File: config.mk
export PLATFORM = sky130hd
export DESIGN_NAME = tlut_tile_sched
export DESIGN_NICKNAME = d
export VERILOG_FILES = /design/src/rtl/tlut_tile_sched.sv
export SDC_FILE = /design/constraint.sdc
export NUM_CORES = 1
export LEC_CHECK = 0
export BUFFER_PORTS_ARGS = -buffer_cell sky130_fd_sc_hd__buf_2
export CAP_MARGIN = 15
export CORE_AREA = 2 2 233 235
export CTS_CLUSTER_DIAMETER = 120
export DETAILED_ROUTE_END_ITERATION = 8
export DIE_AREA = 0 0 235 237
export GPL_ROUTABILITY_DRIVEN = 0
export GPL_TIMING_DRIVEN = 1
export HOLD_SLACK_MARGIN = 0.02
export MAX_ROUTING_LAYER = met4
export PLACE_DENSITY = 0.86
export SLEW_MARGIN = 0
export SYNTH_ARGS = -nofsm -noshare
export SYNTH_HDL_FRONTEND = slang
export SYNTH_SLANG_ARGS = --single-unit
export TNS_END_PERCENT = 10
File: constraint.sdc
create_clock -name clk -period 5.76 [get_ports clk]
set_input_delay 0.576 -clock clk [delete_from_list [all_inputs] [get_ports clk]]
set_output_delay 0.576 -clock clk [all_outputs]
set_load 0.01 [all_outputs]
File: src/rtl/tlut_tile_sched.sv
// tlut_tile_sched: accumulates N adder-tree product tiles per job, lane by lane.
// Latency: out_valid is high in the second cycle after the final tile acceptance (RUN -> DRAIN -> OUT).
// Backpressure: in_ready is high only in RUN; in OUT the result is held until out_ready is seen high.
//
// Ports:
//   clk, rst_n        - clock (rising edge) and asynchronous active-low reset
//   start             - job start request, sampled only in IDLE
//   cfg_num_tiles     - tiles per job (N), latched when start is accepted; 0 gives an empty job
//   busy              - high in every state except IDLE
//   in_valid/in_ready - tile handshake on the adder-tree prod bus
//   tree_mult         - registered adder-tree output, valid one cycle after each acceptance
//   out_valid/out_ready/out_data - result handshake, lane i at [i*ACC_WIDTH +: ACC_WIDTH]
//   ovf               - sticky lane-wrap flag for the current job
//   done              - single-cycle pulse at the end of every job (including empty jobs)

module tlut_tile_sched #(
  parameter int DIM_A     = 9,
  parameter int ACC_WIDTH = 32,
  parameter int CNT_W     = 8
) (
  input  logic                       clk,
  input  logic                       rst_n,
  input  logic                       start,
  input  logic [CNT_W-1:0]           cfg_num_tiles,
  output logic                       busy,
  input  logic                       in_valid,
  output logic                       in_ready,
  input  logic [DIM_A*ACC_WIDTH-1:0] tree_mult,
  output logic                       out_valid,
  input  logic                       out_ready,
  output logic [DIM_A*ACC_WIDTH-1:0] out_data,
  output logic                       ovf,
  output logic                       done
);

  localparam int W = DIM_A * ACC_WIDTH;

  typedef enum logic [1:0] {
    S_IDLE  = 2'd0,
    S_RUN   = 2'd1,
    S_DRAIN = 2'd2,
    S_OUT   = 2'd3
  } state_t;

  state_t             state_q, state_d;
  logic [W-1:0]       acc_q, acc_d;
  logic [CNT_W-1:0]   cnt_q, cnt_d;
  logic [CNT_W-1:0]   n_q, n_d;
  logic               pend_q, pend_d;
  logic               ovf_q, ovf_d;
  logic               done_q, done_d;

  logic               accept;
  logic               job_start;
  logic               empty_job;
  logic               last_tile;
  logic [W-1:0]       acc_sum;
  logic [DIM_A-1:0]   lane_carry;

  // ------------------------------------------------------------------
  // Handshake decode
  // ------------------------------------------------------------------
  assign accept    = in_valid && in_ready;
  assign job_start = (state_q == S_IDLE) && start && (cfg_num_tiles != '0);
  assign empty_job = (state_q == S_IDLE) && start && (cfg_num_tiles == '0);
  // n_q is never 0 while in RUN, so the acceptance that makes cnt reach n_q is the last one.
  assign last_tile = (cnt_q + CNT_W'(1)) == n_q;

  // ------------------------------------------------------------------
  // Per-lane unsigned adders; the extra bit is the lane carry-out
  // ------------------------------------------------------------------
  for (genvar g = 0; g < DIM_A; g++) begin : g_lane
    logic [ACC_WIDTH:0] lane_add;
    assign lane_add = {1'b0, acc_q[g*ACC_WIDTH +: ACC_WIDTH]}
                    + {1'b0, tree_mult[g*ACC_WIDTH +: ACC_WIDTH]};
    assign acc_sum[g*ACC_WIDTH +: ACC_WIDTH] = lane_add[ACC_WIDTH-1:0];
    assign lane_carry[g] = lane_add[ACC_WIDTH];
  end

  // ------------------------------------------------------------------
  // FSM: state register
  // ------------------------------------------------------------------
  always_ff @(posedge clk or negedge rst_n) begin
    if (!rst_n) begin
      state_q <= S_IDLE;
    end else begin
      state_q <= state_d;
    end
  end

  // ------------------------------------------------------------------
  // FSM: next state
  // ------------------------------------------------------------------
  always_comb begin
    state_d = state_q;
    unique case (state_q)
      S_IDLE:  if (job_start)            state_d = S_RUN;
      S_RUN:   if (accept && last_tile)  state_d = S_DRAIN;
      // DRAIN exists only to absorb the tree's one-cycle latency for the last tile.
      S_DRAIN:                           state_d = S_OUT;
      S_OUT:   if (out_ready)            state_d = S_IDLE;
      default:                           state_d = S_IDLE;
    endcase
  end

  // ------------------------------------------------------------------
  // FSM: outputs
  // ------------------------------------------------------------------
  always_comb begin
    in_ready  = 1'b0;
    out_valid = 1'b0;
    busy      = 1'b1;
    unique case (state_q)
      S_IDLE:  busy      = 1'b0;
      S_RUN:   in_ready  = 1'b1;
      S_DRAIN: ;
      S_OUT:   out_valid = 1'b1;
      default: busy      = 1'b0;
    endcase
  end

  // ------------------------------------------------------------------
  // Datapath next state
  // ------------------------------------------------------------------
  always_comb begin
    acc_d  = acc_q;
    cnt_d  = cnt_q;
    n_d    = n_q;
    ovf_d  = ovf_q;
    // tree_mult carries the accepted tile's products exactly one cycle later.
    pend_d = accept;
    // done pulses in the cycle after the job ends: either an empty start or the OUT handshake.
    done_d = empty_job || ((state_q == S_OUT) && out_ready);

    if (job_start) begin
      acc_d  = '0;
      cnt_d  = '0;
      n_d    = cfg_num_tiles;
      ovf_d  = 1'b0;
      pend_d = 1'b0;
    end else begin
      if (pend_q) begin
        acc_d = acc_sum;
        ovf_d = ovf_q || (|lane_carry);
      end
      if (accept) begin
        cnt_d = cnt_q + CNT_W'(1);
      end
    end
  end

  // ------------------------------------------------------------------
  // Datapath registers
  // ------------------------------------------------------------------
  always_ff @(posedge clk or negedge rst_n) begin
    if (!rst_n) begin
      acc_q  <= '0;
      cnt_q  <= '0;
      n_q    <= '0;
      pend_q <= 1'b0;
      ovf_q  <= 1'b0;
      done_q <= 1'b0;
    end else begin
      acc_q  <= acc_d;
      cnt_q  <= cnt_d;
      n_q    <= n_d;
      pend_q <= pend_d;
      ovf_q  <= ovf_d;
      done_q <= done_d;
    end
  end

  // The accumulator only changes on pend cycles, so it is already stable throughout OUT.
  assign out_data = acc_q;
  assign ovf      = ovf_q;
  assign done     = done_q;

endmodule

==> summary.txt, run 1 <==
Outcome
  – Outcome: finished clean

Clock tree
  – CTS buffer count: 40
  – CTS root buf: clkbuf_16
  – CTS hold repair buffers: 0
  – CTS-repair resized insts: 0
  – Worst-skew pair later-pin latency: 570 ps
  – Clock buffer depth: 3
  – Clock-pin slew on the worst setup and hold paths: 60 ps
  – Setup bufs post-CTS: 0
  – TritonCTS clock tree: done
  – H-tree Lvls: 2
  – Clock sinks: 309

Synthesis
  – Area leader, netlist: dfrtp_1
  – Synth warnings: 0
  – Yosys top cell area share: 29.47%
  – Post-synth EDFFs: 0
  – Post-synth top cells: nor2_1 (364), dfrtp_1 (309), ha_1 (294)
  – Cells after Synth: 3,038
  – Seq/Total Area, Yosys: 29.47%
  – Async set-reset flop share out of synthesis: 100.0%
  – Count leader, synth: nor2_1
  – Post-synthesis register bit count: 309
  – Mapped Area: 26,240 sq um
  – Synth area leaders: dfrtp_1 (29%), ha_1 (14%), mux2i_1 (5.7%)
  – Synthesized area per cell: 8.636 sq um
  – Synth cell types: 87
  – Prevailing post-synth register cell: dfrtp_1
  – Syn nets: 3,642

Global routing
  – GRT met1 Usage: 39.95%
  – First-pass GRT wire length: 138,200 microns
  – Largest net degree at the start of global routing: 116
  – GR Util met2: 49.20%
  – Grt met3 use: 6.528%
  – Most Crowded Layer GR: met2
  – Grt total ovfl: 0
  – Total Routing Usage GR: 31.99%
  – Vias in the first global route: 25,080
  – Initial antenna violation count: 43

Setup path
  – CP Class: reg2reg
  – CP endpoint kind: flop
  – Worst-path fanout max: 6
  – Startpoint Class: flop
  – Worst endpoint required time: 6190 ps
  – Worst R2R Start: out_data[89]$_DFFE_PN0P_
  – Critical Path AT: 4220 ps
  – CP startpoint: out_data[89]$_DFFE_PN0P_

Final layout
  – Layout Area Growth over Synthesis: 19.68%
  – Area of the multi-input gates: 17,980 sq um
  – Layout cells sized above 1: 19.71%
  – Non-filler instance count after layout: 4,370
  – Nets: 4,200
  – Reg area: 7736 sq um
  – Fill cells: 4,585

Detailed routing
  – Routed vias: 26,050
  – DR WL/cell: 20.66 microns
  – DRT antenna net count: 0
  – DR pass1 iterations: 7
  – DRC viols: 0
  – DRT iter0 DRCs: 1,705
  – Vias per inst: 5.961
  – Final wirelength: 90,290 microns

Power and ir drop
  – Internal power: 0.009246 W
  – PwrDens: 557.7 nW/um^2
  – VDD IR max: 0.0003399 V
  – Switching Fraction: 47.20%
  – Sequential share of power: 22.3%
  – Pwr Total: 0.01751 W
  – Lkg Pwr: 16.03 nW
  – Comb power frac: 62.6%
  – P_sw: 0.008266 W
  – Clock network fraction of design power: 15.0%

Floorplan
  – Initial Utilization: 49.24%
  – Total core area: 53,280 sq um
  – DIE AREA: 55,700 sq um
  – Site Rows: 85
  – Die width: 235 microns
  – Die height: 237 microns
  – IO Pins: 594

STA
  – Sum Neg Setup Slack: 0 ps
  – Least-Margin Pin Slew: 1115 ps
  – Final Setup Violations: 0
  – Slew Viols, Final: 0
  – Final Critical Period: 3785 ps
  – Unrepaired setup endpoints after global routing: false
  – FMAX: 0.2642 GHz
  – Final clock skew: 18.61 ps
  – Hold Vio Cnt, Final: 0
  – Final period util: 65.71%
  – Rel. slew slack: 25.42%

Placement
  – Port bufs: 593
  – Dpl cells: 4,250
  – Hpwl dp: 68,950 microns

Worst hold path
  – Hold Crit Class: in2async

Flow run
  – Max-cap violations: 0
-- kinds of logic (layout without fill, tap and decap cells) --
kind of cell    after synthesis  count (layout)  synth area share (%)
buf+inv                     144             733                 2.060
other cells                   0              47                     0
xor+xnor                    256             256                 8.546
flops                       309             309                 29.47
simple gates                908             908                 15.69
compound gates              966             966                 23.72
fa+ha+maj                   303             303                 14.71
mux                         152             152                 5.809
-- registers in the layout (all words and copies together) (netlist names) --
| signal | count |
|---|---|
| pend_q | 1 |
| out_data | 288 |
| n_q | 8 |
| done | 1 |
| ovf | 1 |
| state_q | 2 |
| cnt_q | 8 |
-- path summary, 6_finish.rpt --
kind                                                  end  cells past startpoint  slack [ps]
worst max-delay path                      ovf$_DFFE_PN0P_                     11        1980
worst min-delay path            out_data[105]$_DFFE_PN0P_                      1          20
worst max register to register            ovf$_DFFE_PN0P_                     11        1980
worst min register to register  out_data[182]$_DFFE_PN0P_                      2         510
max in group asynchronous       out_data[252]$_DFFE_PN0P_                      2        4280
min in group clk                       n_q[4]$_DFFE_PN0P_                      3         220
-- through the flow --
step | util [%] | area [sq um] | setup slack [ps] | hold slack (ps)
floorplan | - | 26240 | 2625 | 280.4
global placement | 56.13 | 29910 | 1821 | 485.9
detailed placement | 56.13 | 29910 | 1727 | 495.5
CTS | 58.71 | 31280 | 2017 | 82.19
global route | 58.91 | 31390 | 1762 | 102.6
finish | 58.93 | 31400 | 1975 | 18.40
-- power groups by stage --
stage / clock [W] / combinational (W) / sequential (W)
5_1_grt: 0.00276 / 0.0121 / 0.00402
2_1_floorplan: 0 / 0.00743 / 0.00409
6_report: 0.00263 / 0.0110 / 0.00391
4_1_cts: 0.00268 / 0.0109 / 0.00389
3_3_place_gp: 0 / 0.0105 / 0.00386
3_5_place_dp: 0 / 0.0108 / 0.00391
-- worst max-delay path: stages (launching register included) --
cell	delay, ps
dfrtp_1	400
ha_1	380
a21o_1	190
a21o_1	170
a21oi_1	580
o32ai_1	210
a211oi_1	560
o31ai_1	280
a211oi_1	290
nand3_1	120
nor4_1	340
a31oi_1	130
-- layer usage --
metal,share of wire [%],vias up
met1,42,12300
met4,5.6,0
met3,7.7,298
met5,0,-
li1,-,12340
met2,45,1109
-- layout by cell type, fill, tap and decap left out, types with 22 or more instances in the layout --
| cell | count |
|---|---|
| xor2_1 | 101 |
| clkbuf_16 | 42 |
| nand4_1 | 35 |
| and3_1 | 26 |
| a31oi_1 | 32 |
| nor3_1 | 47 |
| buf_2 | 592 |
| o21bai_1 | 31 |
| diode_2 | 47 |
| inv_1 | 53 |
| nor2b_1 | 31 |
| nand2_1 | 229 |
| o21ai_0 | 194 |
| xnor2_1 | 155 |
| a21oi_1 | 277 |
| mux2i_1 | 150 |
| dfrtp_1 | 308 |
| a21o_1 | 167 |
| nand3_1 | 59 |
| ha_1 | 294 |
| nor2_1 | 363 |
| a211oi_1 | 56 |
| o211ai_1 | 22 |
| nand2b_1 | 34 |
| o21a_1 | 32 |
-- layout make-up --
class                      instances  share of cell area (%)
multi-input combinational       2585                   57.28
tap                              696                   2.773
sequential                       309                   24.64
inverter                          54                  0.6535
clock inverter                     7                  0.3188
clock buffer                      66                   4.049
timing repair buffer             606                   9.914
antenna                           47                  0.3746
Power figures use the tool's default switching activity.
==> inputs of run 2 (changes only) <==
Clock period 5.76 ns to 3.7 ns, I/O delays scaled along.
==> summary.txt, run 2 (synthesis results as in run 1) <==
Floorplan
  – Total core area: 53,280 sq um (unchanged)
  – Site Rows: 85 (unchanged)
  – DIE AREA: 55,700 sq um (unchanged)
  – IO Pins: 594 (unchanged)
  – Die width: 235 microns (unchanged)
  – Die height: 237 microns (unchanged)
  – Initial Utilization: 49.24% (unchanged)

Placement
  – Placed cell areas: 30,010 sq um (+0.32%)
  – Hpwl dp: 68,110 microns (-1.2%)
  – Dpl ws: 343.7 ps (-1383 ps)
  – Port bufs: 593 (unchanged)

Power and ir drop
  – PwrDens: 867.0 nW/um^2 (+55%)
  – Lkg Pwr: 16.07 nW (+0.29%)
  – VDD IR max: 0.0005546 V (+63%)

Global routing
  – Total Routing Usage GR: 31.93% (-0.057 points)
  – First-pass GRT wire length: 138,000 microns (-0.15%)
  – Largest net degree at the start of global routing: 131 (+13%)
  – Grt total ovfl: 0 (unchanged)
  – Vias in the first global route: 24,910 (-0.66%)
  – Initial antenna violation count: 43 (unchanged)

STA
  – Rel. slew slack: 18.74% (-6.7 points)
  – Final period util: 91.04% (+25 points)
  – Least-Margin Pin Slew: 1216 ps (+101.4 ps)
  – Final Setup Violations: 0 (unchanged)
  – Final clock skew: 21.16 ps (+2.556 ps)
  – FMAX: 0.2969 GHz (+12%)
  – Slew Viols, Final: 0 (unchanged)
  – Final Critical Period: 3368 ps (-416.3 ps)
  – Sum Neg Setup Slack: 0 ps (unchanged)
  – Unrepaired setup endpoints after global routing: false
  – PnR worst setup slack: 331.6 ps (-1644 ps)
  – Hold Vio Cnt, Final: 0 (unchanged)

Final layout
  – Layout cells sized above 1: 19.91% (+0.20 points)
  – Fin area: 31,530 sq um (+0.41%)
  – Nets: 4,212 (+0.29%)
  – Max reg flops: 288 (unchanged)
  – Commonest non-fill, non-tap cell in the layout: buf_2
  – Layout Area Growth over Synthesis: 20.17%
  – Most frequent cells in the layout: buf_2 (592), nor2_1 (363), dfrtp_1 (308)
  – Fill cells: 4,617 (+0.70%)
  – Final Util: 59.17% (+0.24 points)

Outcome
  – Outcome: finished clean

Worst hold path
  – Hold Crit Class: in2reg
  – Hold Path Cell Cnt: 3
  – Hold path start: cfg_num_tiles[7]

Setup path
  – Worst endpoint required time: 4130 ps (-2060 ps)
  – CP endpoint kind: flop
  – CP startpoint: out_data[32]$_DFFE_PN0P_
  – Worst R2R Path Depth: 12 (+1)
  – CP dominant cell by count: a211oi_1
  – Crit path depth: 12 (+1)
  – CP delay by family, top: compound AO/OA/AOI/OAI gates
  – Buf/Inv on CP: 0 (unchanged)
  – CP Class: reg2reg
  – Crit path cell chain: ha_1, fa_1, a211oi_1, o21bai_1, a211oi_1, o31ai_1, nor4_1, nor2_1, a31o_2, a211oi_1, xor2_1, o21ai_0
  – Critical-path top delay cell: fa_1
  – CP max stage delay: 430 ps (-150 ps)
  – Startpoint Class: flop
  – Worst-path fanout max: 4 (-2)
  – Worst R2R Start: out_data[32]$_DFFE_PN0P_
  – Critical Path AT: 3800 ps (-420 ps)

Detailed routing
  – Final wirelength: 89,850 microns (-0.49%)
  – DR pass1 iterations: 5 (-2)
  – Met2 Wirelength: 40,160 microns (-1.6%)
  – Vias per inst: 5.922 (-0.67%)
  – Met3 wire len: 6132 microns (-12%)
  – DRT iter0 DRCs: 1,636 (-4.0%)
  – DR WL/cell: 20.52 microns (-0.67%)
  – DRC viols: 0 (unchanged)
  – Top Metal Used: met4
  – DRT antenna net count: 0 (unchanged)
  – Routed vias: 25,930 (-0.48%)
  – WL met1: 38,350 microns (+2.2%)

Flow run
  – Max-cap violations: 0 (unchanged)

Clock tree
  – TritonCTS clock tree: done
  – Clock buffer depth: 3 (unchanged)
  – CTS buffer count: 41 (+2.5%)
  – Clock-pin slew on the worst setup and hold paths: 60 ps (about the same)
  – CTS-repair resized insts: 0 (unchanged)
  – Clock sinks: 309 (unchanged)
  – CTS root buf: clkbuf_16
  – Worst-skew pair later-pin latency: 570 ps (about the same)
  – H-tree Lvls: 2 (unchanged)
## run 2: what timing repair did
item	CTS	global route
endpoints found under the hold margin	93	0
hold buffers	5	0
buffers inserted	0	0
## run 2: metal layers
metal / vias up / GRT usage, %
li1: 12340 / -
met1: 12270 / 40.09
met2: 1029 / 48.45
met3: 288 / 6.353
met4: 0 / 17.38
met5: - / -
## run 2: worst paths after layout
kind | to | slack (ps)
setup / recovery | out_data[62]$_DFFE_PN0P_ | 330
hold / removal | n_q[7]$_DFFE_PN0P_ | 50
setup reg to reg | out_data[62]$_DFFE_PN0P_ | 330
hold reg to reg | out_data[127]$_DFFE_PN0P_ | 500
max in group asynchronous | out_data[280]$_DFFE_PN0P_ | 2200
min in group asynchronous | out_data[96]$_DFFE_PN0P_ | 430
## run 2: metrics by stage
step,instances,hold WS [ps],power [W]
final,4378,45.42,0.02734
after global placement,4256,455.4,0.02244
after global routing,4375,43.49,0.02939
after floorplan,3038,74.41,0.01793
after CTS,4332,21.07,0.02720
after detailed placement,4256,454.0,0.02287
## run 2: final cells by class
| cell class | count | area (sq um) | share of cell area, % |
|---|---|---|---|
| clock buffers | 55 | 1170 | 3.711 |
| well taps | 696 | 870.8 | 2.762 |
| inverters | 54 | 205.2 | 0.6508 |
| flip-flops and latches | 309 | 7736 | 24.54 |
| repair buffers | 617 | 3258 | 10.33 |
| multi-input cells | 2585 | 17980 | 57.04 |
| clock inverters | 16 | 187.7 | 0.5953 |
| diodes | 46 | 115.1 | 0.3651 |
## run 2: where the power goes
group / internal, W / total [W] / leakage, nW / switching [W]
clock network: 0.00243 / 0.00410 / 0.657 / 0.00167
registers: 0.00478 / 0.00603 / 3.97 / 0.00125
logic: 0.00720 / 0.0172 / 11.4 / 0.0100
## run 2: worst reg2reg max path, stage by stage (launching register included)
cell and delay, ps:
dfrtp_1 410, ha_1 240, fa_1 430, a211oi_1 300, o21bai_1 150, a211oi_1 330, o31ai_1 210, nor4_1 210
nor2_1 150, a31o_2 300, a211oi_1 250, xor2_1 160, o21ai_0 80
